<file path="src/rtl/alu_seq_ctrl.sv">
// Sequencing controller for a shared 16-bit ALU: single-cycle ALU ops, CMP,
// and a 16-iteration shift-add unsigned multiply with a valid/ready handshake.
module alu_seq_ctrl #(
    parameter logic [1:0] OP_AND = 2'b00,
    parameter logic [1:0] OP_OR  = 2'b01,
    parameter logic [1:0] OP_ADD = 2'b10
) (
    input  logic        Clock,
    input  logic        Reset_n,
    input  logic        InValid,
    output logic        InReady,
    input  logic [2:0]  Cmd,
    input  logic [15:0] OpA,
    input  logic [15:0] OpB,
    output logic        OutValid,
    input  logic        OutReady,
    output logic [15:0] ResLo,
    output logic [15:0] ResHi,
    output logic        ZeroFlag,
    output logic        CarryFlag,
    output logic        Err,
    output logic [15:0] AluA,
    output logic [15:0] AluB,
    output logic [1:0]  AluOp,
    output logic        AluBNegate,
    input  logic [15:0] AluResult,
    input  logic        AluZero,
    input  logic        AluCarryOut
);

    typedef enum logic [1:0] {S_IDLE, S_EXEC, S_MUL, S_DONE} state_t;

    localparam logic [2:0] CMD_ADD = 3'b000;
    localparam logic [2:0] CMD_SUB = 3'b001;
    localparam logic [2:0] CMD_AND = 3'b010;
    localparam logic [2:0] CMD_OR  = 3'b011;
    localparam logic [2:0] CMD_MUL = 3'b100;
    localparam logic [2:0] CMD_CMP = 3'b101;

    state_t      r_state, w_next_state;
    logic [2:0]  r_cmd;
    logic [15:0] r_opa;      // operand A, also the multiplicand
    logic [15:0] r_mplr;     // operand B; shifts as the multiplier during MUL
    logic [15:0] r_acc;
    logic [3:0]  r_cnt;
    logic [15:0] r_res_lo, r_res_hi;
    logic        r_zero, r_carry, r_err;

    logic        w_accept, w_legal, w_last_iter;
    logic [15:0] w_mul_acc, w_mul_mplr;

    assign w_accept    = InValid && (r_state == S_IDLE);
    assign w_legal     = (Cmd <= CMD_CMP);
    assign w_last_iter = (r_cnt == 4'hF);
    assign w_mul_acc   = {AluCarryOut, AluResult[15:1]};
    assign w_mul_mplr  = {AluResult[0], r_mplr[15:1]};

    // NOTE: sequential state uses non-blocking assignments so every register
    // samples pre-edge values, independent of block ordering.
    always_ff @(posedge Clock or negedge Reset_n) begin
        if (!Reset_n) r_state <= S_IDLE;
        else          r_state <= w_next_state;
    end

    // NOTE: every output of this block gets a default first, so no path can
    // leave a signal unassigned and infer a latch.
    always_comb begin
        w_next_state = r_state;
        AluA         = '0;
        AluB         = '0;
        AluOp        = OP_AND;
        AluBNegate   = 1'b0;
        unique case (r_state)
            S_IDLE: begin
                if (w_accept) begin
                    if (!w_legal)            w_next_state = S_DONE;
                    else if (Cmd == CMD_MUL) w_next_state = S_MUL;
                    else                     w_next_state = S_EXEC;
                end
            end
            S_EXEC: begin
                AluA = r_opa;
                AluB = r_mplr;
                case (r_cmd)
                    CMD_AND: AluOp = OP_AND;
                    CMD_OR:  AluOp = OP_OR;
                    CMD_SUB, CMD_CMP: begin
                        AluOp      = OP_ADD;
                        AluBNegate = 1'b1;
                    end
                    default: AluOp = OP_ADD;
                endcase
                w_next_state = S_DONE;
            end
            S_MUL: begin
                AluA  = r_acc;
                AluB  = r_mplr[0] ? r_opa : 16'h0000;
                AluOp = OP_ADD;
                if (w_last_iter) w_next_state = S_DONE;
            end
            S_DONE: begin
                if (OutReady) w_next_state = S_IDLE;
            end
            default: w_next_state = S_IDLE;
        endcase
    end

    always_ff @(posedge Clock or negedge Reset_n) begin
        if (!Reset_n) begin
            r_cmd     <= '0;
            r_opa     <= '0;
            r_mplr    <= '0;
            r_acc     <= '0;
            r_cnt     <= '0;
            r_res_lo  <= '0;
            r_res_hi  <= '0;
            r_zero    <= 1'b0;
            r_carry   <= 1'b0;
            r_err     <= 1'b0;
        end else begin
            case (r_state)
                S_IDLE: begin
                    if (w_accept) begin
                        r_cmd  <= Cmd;
                        r_opa  <= OpA;
                        r_mplr <= OpB;
                        r_acc  <= '0;
                        r_cnt  <= '0;
                        r_err  <= !w_legal;
                        if (!w_legal) begin
                            r_res_lo <= '0;
                            r_res_hi <= '0;
                            r_zero   <= 1'b0;
                            r_carry  <= 1'b0;
                        end
                    end
                end
                S_EXEC: begin
                    r_res_lo <= (r_cmd == CMD_CMP) ? 16'h0000 : AluResult;
                    r_res_hi <= '0;
                    r_zero   <= AluZero;
                    r_carry  <= AluCarryOut;
                end
                S_MUL: begin
                    r_acc  <= w_mul_acc;
                    r_mplr <= w_mul_mplr;
                    r_cnt  <= r_cnt + 4'd1;
                    if (w_last_iter) begin
                        r_res_hi <= w_mul_acc;
                        r_res_lo <= w_mul_mplr;
                        r_zero   <= ({w_mul_acc, w_mul_mplr} == 32'h0);
                        r_carry  <= 1'b0;
                    end
                end
                default: ;
            endcase
        end
    end

    assign InReady   = (r_state == S_IDLE);
    assign OutValid  = (r_state == S_DONE);
    assign ResLo     = r_res_lo;
    assign ResHi     = r_res_hi;
    assign ZeroFlag  = r_zero;
    assign CarryFlag = r_carry;
    assign Err       = r_err;

endmodule

</file>
<file path="config.mk">
export PLATFORM = sky130hd
export DESIGN_NAME = alu_seq_ctrl
export DESIGN_NICKNAME = d
export VERILOG_FILES = /design/src/rtl/alu_seq_ctrl.sv
export SDC_FILE = /design/constraint.sdc
export NUM_CORES = 1
export LEC_CHECK = 0
export BUFFER_PORTS_ARGS = -buffer_cell sky130_fd_sc_hd__buf_2
export CAP_MARGIN = 20
export CORE_MARGIN = 4
export CORE_UTILIZATION = 47
export DETAILED_ROUTE_END_ITERATION = 10
export GPL_TIMING_DRIVEN = 0
export PLACE_DENSITY = 0.73
export SLEW_MARGIN = 15
export SYNTH_ARGS = -nofsm -noshare
export SYNTH_HDL_FRONTEND = slang
export SYNTH_SLANG_ARGS = --single-unit
</file>
<file path="constraint.sdc">
create_clock -name Clock -period 3.47 [get_ports Clock]
set_input_delay 0.1735 -clock Clock [delete_from_list [all_inputs] [get_ports Clock]]
set_output_delay 0.1735 -clock Clock [all_outputs]
set_load 0.05 [all_outputs]
</file>
==> results of run 1 <==
flip-flops by register name (all words and copies together), names as in the netlist:
register,count
ResHi,16
r_state,2
r_opa,16
r_mplr,16
Err,1
r_cmd,3
r_cnt,4
r_acc,16
CarryFlag,1
ZeroFlag,1
ResLo,16
cells in the final DEF (no fill, tap or decap), types with 2 or more instances in the layout:
cell      count
buf_2       134
dfrtp_1      92
nand2_1      73
a22o_1       47
o21ai_0      33
mux2_2       23
clkbuf_1     21
a32oi_1      16
mux2i_1      11
o31ai_2      10
clkbuf_8      9
inv_1         7
o22ai_1       7
o31ai_1       7
nor4_1        6
ha_1          6
a21oi_1       5
o21ai_1       5
nor2_1        5
nor2b_1       4
and3_1        3
and2_1        3
buf_1         3
buf_4         3
nand2b_1      3
nand4_1       3
nand3_1       2
buf_6         2
a221oi_1      2
o211ai_1      2
nand3b_1      2
o221ai_1      2
inv_8         2
final cells by class:
| cell class | count | area, um2 |
|---|---|---|
| fillers | 859 | 3740 |
| flip-flops and latches | 92 | 2300 |
| multi-input cells | 286 | 1990 |
| repair buffers | 129 | 676 |
| plain buffers | 36 | 168 |
| well taps | 129 | 161 |
| clock buffers | 9 | 124 |
| clock inverters | 7 | 93.8 |
| inverters | 8 | 30.0 |
power breakdown:
group | leakage (nW) | switching (W) | internal, W
Clock | 0.107 | 0.000427 | 0.000353
Combinational | 1.39 | 0.00257 | 0.00111
Sequential | 1.17 | 0.000388 | 0.00150
metal layers:
layer | vias to the layer above | wire [um] | track usage (%)
met5 | - | 0 | 0
met4 | 0 | 257 | 8.51
met3 | 25 | 1080 | 5.88
met2 | 187 | 6260 | 37.3
met1 | 1959 | 5850 | 33.0
li1 | 1850 | - | -
cells by family after synthesis:
group           after synthesis  synth area share [%]
compound gates              139                  23.7
fa+ha+maj                     6                  1.67
buf+inv                      44                  4.40
flops                        92                  51.3
mux                          34                  8.22
simple gates                107                  10.7
critical path: stages (launching register included):
cell and delay [ns]:
dfrtp_1 0.42, inv_1 0.10, ha_1 0.39, and2_1 0.15, clkbuf_1 0.36, buf_1 0.46
o21bai_1 0.21, buf_2 0.29
repair_timing:
action                                  in CTS  in global routing
buffers inserted                             0                  0
hold endpoints to repair                    41                  0
hold buffers                                 1                  0
endpoints found under the setup margin       0                  0
stage by stage:
| stage | setup WS (ns) | area [um2] |
|---|---|---|
| after CTS | 0.560 | 5540 |
| final | 0.561 | 5540 |
| after detailed placement | 0.978 | 5320 |
| after global placement | 1.03 | 5290 |
| after global routing | 0.427 | 5540 |
| after floorplan | 1.19 | 4490 |
worst paths after layout:
check                                  startpoint                    end  cells past startpoint
max reg2reg                r_state[0]$_DFFE_PN0P_   ResLo[7]$_DFFE_PN0P_                      9
min reg2reg                 ResLo[14]$_DFFE_PN0P_  ResLo[14]$_DFFE_PN0P_                      2
min in group asynchronous                 Reset_n   ResLo[3]$_DFFE_PN0P_                      2
max                        r_state[0]$_DFFE_PN0P_               AluOp[1]                      7
max in group asynchronous                 Reset_n   r_acc[8]$_DFFE_PN0P_                      3
min                                        OpA[6]   r_opa[6]$_DFFE_PN0P_                      2
==> flow_summary_export.csv, run 1 <==
group,metric,value,unit
synth,synth_edf_count,0,
synth,synth.avg_cell_area,10.6,um2
synth,ys_top_cells_by_count,"dfrtp_1 (92), nand2_1 (73), a22o_1 (47), o21ai_0 (33), mux2_2 (23)",
synth,yosysWarnings,0,
power,power_density,1150,mW/mm2
worst_setup_path,crit_path_start_kind,"register",
timing,period_minus_slack,2.91,ns
job,drv_cap,0,
synth,synthFlopType,"dfrtp_1",
final_layout,drive_above_1_share,33.3,%
routing,antenna_left,0,
synth,post-synth-top-count-cell,"dfrtp_1",
synth,synthArstFlopShare,100,%
routing,drt-initial-drc-count,265,
timing,holdWs,0.0245,ns
routing,drt_pass1_iterations,5,
synth,synth_top_cell_by_area,"dfrtp_1",
synth,synthTopCellsByArea,"dfrtp_1 (51%), a22o_1 (9.2%), nand2_1 (6.1%)",
worst_setup_path,cp.required,3.30,ns
floorplanning,ios,129,
synth,synth_top_cell_area_share,51.3,%
clock_tree,cts_tree,"built",
routing,avgRoutedWirePerCell,19.3,um
clock_tree,clk_path_buf_depth,2,
synth,seq_area_frac_synth,51.3,%
global_route,grt_antenna_before_repair,0,
floorplanning,die_w,106,um
global_route,grt_pass1_vias,3920,
timing,timing.fmax,344,MHz
worst_setup_path,critPathKind,"reg2out",
clock_tree,clock-root-buffer,"clkbuf_8",
final_layout,fin_nets,625,
final_layout,fin_cells,696,
floorplanning,placementRows,35,
floorplanning,start_util,48.3,%
run_status,status,"completed",
floorplanning,die-area,0.0112,mm2
placement,dp_hpwl,10300,um
routing,via_per_inst,5.78,
synth,synth_area,0.00449,mm2
final_layout,area_growth,23.5,%
timing,grt_setup_unrepaired,"false",
routing,wirelength,13400,um
routing,drcViolationCount,0,
synth,synthesis.nets,485,
placement,gp_congestion,0.878,
routing,vias,4021,
final_layout,n_antenna_cell,0,
clock_tree,clkTransAtPathRegs,0.10,ns
timing,tns,0,ns
global_route,grt_pass1_wl,21100,um
hold_path,min_path_type,"in2reg",
worst_setup_path,reg2reg_slack,1.26,ns
worst_setup_path,arrival,2.74,ns
power,ir_drop,0.000604,V
floorplanning,coreArea,0.00928,mm2
worst_setup_path,crit_fanout,10,
placement,io_buffers,127,
clock_tree,clock-sinks,92,
floorplanning,dieHeight,106,um
synth,yosysUniqueCellTypes,38,
power,total_power,0.00635,W
worst_setup_path,crit_path_end_kind,"output pin",
global_route,grt_max_degree,52,
global_route,grt_overflow,0,
clock_tree,numCtsBuffers,9,
synth,ys_ff_latch,92,
timing,hold_viol,0,
power,leakagePower,2.67,nW
clock_tree,ctsResizeCount,0,
clock_tree,insertion_delay,0.38,ns
timing,skew,0.0159,ns
timing,relSlewSlack,57.1,%
placement,dp_cells,679,
timing,slew_violations,0,
timing,fin_crit_sh,83.8,%
timing,tightest_slew,0.644,ns
global_route,gr-usage-all-layers,24.1,%
timing,setup_violations,0,
clock_tree,cts_max_level,3,
final_layout,final_util,59.7,%
synth,synthCells,422,
Power figures use the tool's default switching activity.
==> run 2: changes to the inputs <==
- clock period: 3.47 -> 2.7 ns (I/O delays scaled with it)
==> run 2 against run 1 <==
  * Critical path depth is 1 lower
  * Clock skew is 0.0028 ns lower
  * Register-to-register slack got worse by 0.76 ns
  * Total power up 29%
  * Critical path type unchanged
  * Highest routed layer unchanged
==> flow_summary_export.csv, run 2 (synthesized netlist as in run 1, its figures left out) <==
group,metric,value,unit
final_layout,fin_nets,637,
worst_setup_path,crit_path_start_kind,"register",
placement,placed_cell_area,0.00532,mm2
worst_setup_path,reg2reg_slack,0.50,ns
floorplanning,start_util,48.3,%
clock_tree,clkTransAtPathRegs,0.10,ns
hold_path,min_from,"OpA[15]",
clock_tree,insertion_delay,0.37,ns
placement,pre_cts_slack,0.247,ns
placement,io_buffers,127,
clock_tree,cts_max_level,3,
global_route,met3_usage,5.88,%
clock_tree,postCtsSetupBuffers,0,
timing,relSlewSlack,56.8,%
final_layout,finalInstanceArea,0.00568,mm2
clock_tree,clock-root-buffer,"clkbuf_8",
routing,drt-initial-drc-count,271,
worst_setup_path,crit_fanout,10,
routing,drt_pass1_iterations,5,
clock_tree,clock-sinks,92,
global_route,grt_antenna_before_repair,0,
timing,slew_violations,0,
power,power_density,1440,mW/mm2
floorplanning,die-area,0.0112,mm2
worst_setup_path,critPathKind,"reg2out",
timing,tns,0,ns
timing,setup_slack,0.143,ns
global_route,grt_pass1_wl,21500,um
power,leakagePower,2.75,nW
global_route,grtUsageMet1,33.5,%
clock_tree,clk_path_buf_depth,2,
global_route,grt.busiest_layer,"met2",
global_route,grt_overflow,0,
hold_path,worstHoldEndpoint,"r_opa[15]$_DFFE_PN0P_",
timing,timing.fmax,391,MHz
global_route,gr-usage-all-layers,24.5,%
job,drv_cap,0,
clock_tree,cts_tree,"built",
final_layout,seq_area,0.00230,mm2
final_layout,final_cell_mix,"buf_2 (135), dfrtp_1 (92), nand2_1 (73), a22o_1 (47), o21ai_0 (33)",
timing,tightest_slew,0.648,ns
worst_setup_path,cp.required,2.57,ns
final_layout,area_growth,26.6,%
worst_setup_path,ff2ff_path_depth,9,
routing,wirelength,13600,um
final_layout,n_fill_cell,840,
power,ir_drop,0.000776,V
timing,skew,0.0131,ns
final_layout,multi_input_area,0.00199,mm2
worst_setup_path,crit_path_end_kind,"output pin",
hold_path,min_path_type,"in2reg",
routing,drcViolationCount,0,
timing,hold_viol,0,
timing,setup_violations,0,
run_status,status,"completed",
hold_path,hold_depth,2,
floorplanning,ios,129,
routing,vias,4086,
timing,grt_setup_unrepaired,"false",
routing,antenna_left,0,
clock_tree,numCtsBuffers,9,
floorplanning,dieHeight,106,um
timing,period_minus_slack,2.56,ns
placement,dp_hpwl,10300,um
global_route,grt_max_degree,52,
final_layout,drive_above_1_share,33.5,%
floorplanning,coreArea,0.00928,mm2
worst_setup_path,worstReg2RegStart,"r_state[0]$_DFFE_PN0P_",
routing,avgRoutedWirePerCell,19.1,um
worst_setup_path,arrival,2.42,ns
routing,via_per_inst,5.77,
worst_setup_path,r2r_end,"ResLo[7]$_DFFE_PN0P_",
placement,gp_congestion,0.878,
timing,fin_crit_sh,94.7,%
power,total_power,0.00818,W
global_route,grt_pass1_vias,4007,
final_layout,layout_commonest_cell,"buf_2",
floorplanning,die_w,106,um
final_layout,n_antenna_cell,0,
global_route,grt_util_met2,38.2,%
floorplanning,placementRows,35,
final_layout,final_util,61.2,%
-- run 2: final cells by class --
cell class / instances / share of cell area, %
Inverter: 8 / 0.529
Sequential cell: 92 / 40.5
Multi-Input combinational cell: 286 / 35.0
Clock inverter: 7 / 1.65
Tap cell: 129 / 2.84
Buffer: 34 / 2.93
Clock buffer: 9 / 2.18
Timing Repair Buffer: 143 / 14.4
-- run 2: repair_timing --
action                                  CTS  global route
hold endpoints to repair                 55             0
pin swaps                                 0             0
hold buffers                             15             0
gates resized for setup                   2             6
endpoints found under the setup margin   20            33
-- run 2: metal layers --
layer	up-vias	share of wire (%)	wire length (um)
li1	1874	-	-
met1	1964	42	5720
met2	217	46	6250
met3	31	9.2	1250
met4	0	2.5	333
met5	-	0	0
-- run 2: worst max path at each step --
stage,start,end,slack [ns]
2_1_floorplan,r_state[1]$_DFFE_PN0P_,AluB[11],0.46
3_3_place_gp,r_state[0]$_DFFE_PN0P_,AluOp[1],0.30
3_5_place_dp,r_state[1]$_DFFE_PN0P_,AluOp[1],0.25
4_1_cts,r_state[1]$_DFFE_PN0P_,AluOp[1],0.0009
5_1_grt,r_state[0]$_DFFE_PN0P_,AluOp[1],0.02
6_report,r_state[0]$_DFFE_PN0P_,AluOp[1],0.14
-- run 2: critical path: stages (launching register included) --
cell      delay (ns)
dfrtp_1         0.42
inv_1           0.10
ha_1            0.39
and2_1          0.38
buf_2           0.31
o21bai_1        0.17
buf_2           0.30
-- run 2: where the power goes --
part	switching, W	internal [W]	leakage [nW]
combinational	0.00331	0.00145	1.47
sequential	0.000497	0.00193	1.17
clock	0.000547	0.000453	0.107
total	0.00435	0.00383	2.75
-- run 2: metrics by stage --
step           instances  hold WS, ns
5_1_grt              708       0.0103
3_3_place_gp         678        0.367
2_1_floorplan        422       -0.161
3_5_place_dp         679        0.161
6_report             708      0.00320
4_1_cts              710      0.00154
